## src/rtl/tone_pkg.sv

```systemverilog
// tone_pkg: constants and state encoding shared by the tone generator and the tone period decoder.
package tone_pkg;
    localparam int CNT_W = 17;
    localparam int SYNC_STAGES = 2;
    localparam logic [CNT_W-1:0] MIN_HALF = 17'd25000;
    localparam logic [CNT_W-1:0] STEP = 17'd392;
    localparam logic [CNT_W-1:0] TIMEOUT = MIN_HALF + 17'd256 * STEP;
    typedef enum logic [1:0] {IDLE, DIV, OUT} state_t;
endpackage

```

## src/rtl/tone_serial_divider.sv

```systemverilog
// tone_serial_divider: repeated-subtraction divider turning an excess half-period into a freq code.
module tone_serial_divider
    import tone_pkg::*;
#(
    parameter logic [CNT_W-1:0] STEP = tone_pkg::STEP
) (
    input  logic             clk,
    input  logic             rst,
    input  logic             clear,
    input  logic             start,
    input  logic [CNT_W-1:0] rem_in,
    output logic [7:0]       q_out,
    output logic             done,
    output logic             busy
);
    state_t state, state_nx;
    logic [CNT_W-1:0] rem, rem_nx;
    logic [7:0] q, q_nx;

    always_ff @(posedge clk or negedge rst) begin
        if (!rst) begin
            state <= IDLE;
            rem <= '0;
            q <= '0;
        end else begin
            state <= state_nx;
            rem <= rem_nx;
            q <= q_nx;
        end
    end

    always_comb begin
        state_nx = state;
        rem_nx = rem;
        q_nx = q;
        case (state)
            IDLE: if (start) begin
                state_nx = DIV;
                rem_nx = rem_in;
                q_nx = '0;
            end
            DIV: if (rem >= STEP) begin
                rem_nx = rem - STEP;
                q_nx = q + 8'd1;
            end else begin
                state_nx = OUT;
            end
            OUT: state_nx = IDLE;
            default: state_nx = IDLE;
        endcase
        if (clear) state_nx = IDLE;
    end

    always_comb begin
        q_out = q;
        done = state == OUT;
        busy = state != IDLE;
    end
endmodule

```

## src/rtl/tone_period_decoder.sv

```systemverilog
// tone_period_decoder: measures the half-period of snd_in and converts it back to the sequencer freq code.
module tone_period_decoder
    import tone_pkg::*;
#(
    parameter logic [CNT_W-1:0] MIN_HALF    = tone_pkg::MIN_HALF,
    parameter logic [CNT_W-1:0] STEP        = tone_pkg::STEP,
    parameter int               SYNC_STAGES = tone_pkg::SYNC_STAGES
) (
    input  logic       clk,
    input  logic       rst,
    input  logic       enable,
    input  logic       snd_in,
    output logic [7:0] freq_out,
    output logic       freq_valid,
    output logic       tone_present,
    output logic       out_of_range,
    output logic       busy
);
    localparam logic [CNT_W-1:0] TIMEOUT = MIN_HALF + CNT_W'(256) * STEP;

    logic [SYNC_STAGES-1:0] sync;
    logic [CNT_W-1:0] cnt;
    logic [7:0] q;
    logic snd_prev, armed, edge_det, timeout, accept, start, short_iv, div_done, div_busy;

    always_comb begin
        edge_det = sync[SYNC_STAGES-1] ^ snd_prev;
        timeout = cnt == TIMEOUT;
        accept = edge_det && armed && enable;
        start = accept && cnt >= MIN_HALF && !timeout && !div_busy;
        short_iv = accept && cnt < MIN_HALF;
        busy = div_busy;
    end

    // The edge cycle is the first cycle of the new interval, so cnt equals the edge spacing.
    always_ff @(posedge clk or negedge rst) begin
        if (!rst) begin
            sync <= '0;
            snd_prev <= 1'b0;
            cnt <= '0;
            armed <= 1'b0;
            freq_out <= '0;
            freq_valid <= 1'b0;
            tone_present <= 1'b0;
            out_of_range <= 1'b0;
        end else begin
            sync <= SYNC_STAGES'({sync, snd_in});
            snd_prev <= sync[SYNC_STAGES-1];
            cnt <= !enable ? '0 : edge_det ? CNT_W'(1) : timeout ? cnt : cnt + CNT_W'(1);
            armed <= enable && (edge_det || (armed && !timeout));
            out_of_range <= short_iv;
            freq_valid <= div_done && enable;
            if (div_done && enable) freq_out <= q;
            tone_present <= enable && !timeout && (tone_present || div_done);
        end
    end

    tone_serial_divider #(.STEP(STEP)) u_div (
        .clk   (clk),
        .rst   (rst),
        .clear (!enable),
        .start (start),
        .rem_in(cnt - MIN_HALF),
        .q_out (q),
        .done  (div_done),
        .busy  (div_busy)
    );
endmodule

```

## config.mk

```make
export PLATFORM = sky130hd
export DESIGN_NAME = tone_period_decoder
export DESIGN_NICKNAME = d
export VERILOG_FILES = /design/src/rtl/tone_pkg.sv /design/src/rtl/tone_serial_divider.sv /design/src/rtl/tone_period_decoder.sv
export SDC_FILE = /design/constraint.sdc
export NUM_CORES = 1
export LEC_CHECK = 0
export CORE_MARGIN = 5
export CORE_UTILIZATION = 44
export CTS_CLUSTER_DIAMETER = 150
export DETAILED_ROUTE_END_ITERATION = 10
export PLACE_DENSITY = 0.68
export REMOVE_ABC_BUFFERS = 1
export SYNTH_ARGS = -nofsm -noshare
export SYNTH_HDL_FRONTEND = slang
export SYNTH_SLANG_ARGS = --single-unit
```

## constraint.sdc

```tcl
create_clock -name clk -period 4.5 [get_ports clk]
set_input_delay 0.675 -clock clk [delete_from_list [all_inputs] [get_ports clk]]
set_output_delay 0.675 -clock clk [all_outputs]
set_load 0.05 [all_outputs]
```

==> flow_summary_export.csv <==
group,metric,value,unit
cts,cts_max_level,3,
setup_path,slowest_delay,0.85,ns
setup_path,startpoint,"u_div.state[0]",
cts,ctsRootBufferMaster,"clkbuf_8",
synth,syn_area,0.00333,mm^2
setup_path,cp-end-kind,"output pin",
setup_path,slowest_stage,"clkdlybuf4s50_1",
placement,place_congestion,0.811,
outcome,outcome,"finished, final reports clean",
power,sw_frac_of_total,0.214,
timing,tns,0,ns
power,peakVddDrop,0.206,mV
route,vias_per_cell,5.41,
layout,areaGrowthSynthToFinish,12.5,%
layout,diodes,0,
cts,numClockSinks,59,
cts,hold_buffers,0,
cts,cts_buffer_depth,2,
floorplan,die_h,97.0,um
timing,slew_headroom,0.351,
setup_path,r2r_end,"u_div.rem[1]",
floorplan,die_x,97.0,um
setup_path,reg2reg_depth,7,
grt,grt.met2_usage,0.242,
cts,clk_pin_slew,0.07,ns
synth,synthFlopType,"dfrtp_1",
grt,antenna_found_initial,0,
timing,clock.fmax,358,MHz
cts,clock_latency,0.35,ns
route,finalWirelength,6.93,mm
power,p_switching,240,uW
setup_path,crit_path_max_fanout,8,
layout,finalNetCount,364,
setup_path,reg2reg_slack,1.90,ns
cts,ctsResizeCount,0,
worst_hold_path,hold_path_depth,0,
grt,use_met3,0.0410,
timing,fin_crit_sh,0.621,
synth,synth_edf_count,0,
setup_path,crit_required,3.83,ns
route,first_iter_violations,111,
synth,yosysSeqAreaShare,0.444,
synth,syn_inst,341,
cts,cts_tree,"yes",
grt,grt_max_degree,60,
grt,grt-busiest-layer,"met2",
setup_path,cp-endpoint,"busy",
setup_path,path_buf_inv,2,
route,via_count,2477,
cts,cts_setup_buffers,0,
power,internal_power,884,uW
floorplan,rows,31,
timing,final.min_clock_period,2.80,ns
floorplan,start_util,0.456,
timing,hold_viol_final,0,
synth,ys_warn_count,0,
floorplan,io_pins,16,
grt,grt_first_pass_wirelength,12.1,mm
power,pwr-share-seq,0.478,
setup_path,arrival,2.12,ns
synth,synth_seq_cells,59,
power,powerDensity,300,mW/mm^2
route,ant_nets,0,
timing,setup_violations,0,
grt,grt_pass1_vias,2421,
setup_path,path_cells,"inv_1 > nand2_1 > clkdlybuf4s50_1",
worst_hold_path,min_path_type,"reg2reg",
setup_path,path_depth,3,
run,cap_violations,0,
setup_path,worstSetupPathType,"reg2out",
route,drc,0,
layout,utilization,0.514,
setup_path,rr_startpoint,"cnt[3]",
layout,n_fill_cell,676,
floorplan,die_area,0.00940,mm^2
cts,cts_buffers,9,
synth,syn_avg_cell_area,9.76,um^2
power,pwr-share-clk,0.495,
timing,worst_slew_pin_slew,0.966,ns
grt,use_met1,0.212,
timing,finalClockSkew,0.00733,ns
power,p_leak,0.00153,uW
floorplan,core,0.00729,mm^2
synth,synthArstFlopShare,1.00,
setup_path,startpoint_type,"register",
power,power.total,1120,uW
layout,drive_gt1_frac,0.148,
route,dr.pass1.iters,4,
placement,portBuffers,15,
synth,yosysUniqueCellTypes,58,
timing,rsz0062_at_grt,"false",
power,combPwrFrac,0.027,
grt,gr-total-overflow,0,
timing,slew_viol_final,0,
route,wl_per_cell,15.1,um
setup_path,critical-path-top-delay-family,"buffers and inverters",
grt,grt_util_all_layers,0.157,
placement,post-dp-hpwl,4.91,mm
==> metrics by stage <==
step	instances	area, um^2	setup slack, ns	hold WS (ns)
floorplan	325	3230	2.13	0.331
global placement	442	3520	1.65	0.333
detailed placement	442	3520	1.60	0.336
CTS	458	3740	1.69	0.352
global route	458	3740	1.60	0.371
finish	458	3740	1.70	0.350
==> power groups by stage <==
stage	registers [uW]	logic, uW	clock network (uW)
after floorplan	548	11.3	0
after global placement	547	30.7	0
after detailed placement	548	31.0	0
after CTS	538	31.0	566
after global routing	537	34.6	589
final	538	29.8	557
==> area by class of cell <==
cell class | instances | area (um^2) | share of cell area
clock buffers | 12 | 155 | 0.0414
clock inverters | 4 | 72.6 | 0.0194
inverters | 15 | 56.3 | 0.0150
multi-input cells | 251 | 1690 | 0.452
flip-flops and latches | 59 | 1480 | 0.394
well taps | 99 | 124 | 0.0331
repair buffers | 18 | 168 | 0.0448
==> cells by family (layout without fill, tap and decap cells) <==
family / count (synthesis) / count (layout) / share of synthesized area
mux: 13 / 13 / 0.0432
fa+ha+maj: 6 / 6 / 0.0226
flops: 59 / 59 / 0.444
compound gates: 67 / 67 / 0.137
simple gates: 135 / 135 / 0.227
xor+xnor: 30 / 30 / 0.0789
buf+inv: 31 / 49 / 0.0477
==> state kept, by name (all words and copies together), names as in the netlist <==
signal        flops
sync              2
armed             1
tone_present      1
cnt              17
u_div.rem        17
freq_valid        1
out_of_range      1
snd_prev          1
freq_out          8
u_div.state       2
u_div.q_out       8
==> worst min-delay path by stage <==
stage | from | to | slack (ns)
after floorplan | sync[0] | sync[1] | 0.33
after global placement | sync[0] | sync[1] | 0.33
after detailed placement | sync[0] | sync[1] | 0.34
after CTS | sync[0] | sync[1] | 0.35
after global routing | sync[0] | sync[1] | 0.37
final | sync[0] | sync[1] | 0.35
==> worst register-to-register path: cells and delay by family, from the launching register on <==
family	cells	cell delay (ns)
buffers and inverters	1	0.08
adders and majority gates	1	0.23
AOI/OAI and AO/OA	1	0.11
DFF	1	0.51
and+or+nand+nor	3	1.15
muxes	1	0.42
==> layer usage <==
metal,part of all wire,vias up,wire length (um)
met5,0,-,0
met4,0.014,0,97
met3,0.030,8,208
met2,0.47,40,3240
met1,0.49,1199,3390
li1,-,1230,-
==> layout by cell type (no fill, tap or decap), types with 3 or more instances in the layout <==
| cell | instances |
|---|---|
| a21o_1 | 3 |
| o22ai_1 | 3 |
| a22o_1 | 3 |
| mux2_2 | 11 |
| nor3_1 | 14 |
| nor2_1 | 35 |
| nand2_1 | 30 |
| dfrtp_1 | 59 |
| xor2_1 | 11 |
| nor4_4 | 3 |
| clkbuf_8 | 11 |
| buf_4 | 3 |
| nand3_1 | 10 |
| or3_1 | 4 |
| nor4_1 | 4 |
| and3_1 | 6 |
| ha_1 | 6 |
| nand4_1 | 8 |
| a21oi_1 | 19 |
| o21ai_0 | 19 |
| xnor2_1 | 19 |
| clkdlybuf4s50_1 | 14 |
| inv_1 | 15 |
==> cells in the mapped netlist, types with 2 or more instances <==
library cell,instances,area [um^2]
nand2_1,30,113
clkbuf_2,2,10.0
ha_1,6,75.1
nor2_1,35,131
nor3b_1,2,15.0
and3_1,6,37.5
xor2_1,11,96.3
mux2_2,11,124
or4_4,2,22.5
nand2_2,2,12.5
nor2b_1,2,12.5
buf_6,4,45.0
nand3_1,10,50.1
nor3_1,14,70.1
nand4_1,8,50.1
xnor2_1,19,166
o21ai_2,2,17.5
o22ai_1,3,18.8
a22o_1,3,26.3
a21boi_0,2,15.0
mux2i_1,2,20.0
buf_2,5,25.0
o21ai_0,19,95.1
a21o_1,3,22.5
or3_1,4,25.0
dfrtp_1,59,1480
inv_1,15,56.3
clkbuf_1,4,15.0
a31oi_1,2,12.5
a21oi_1,19,95.1
nor4_4,3,63.8
nor4_1,4,25.0
a221oi_2,2,30.0
and2_1,2,12.5
Power figures use the tool's default switching activity.
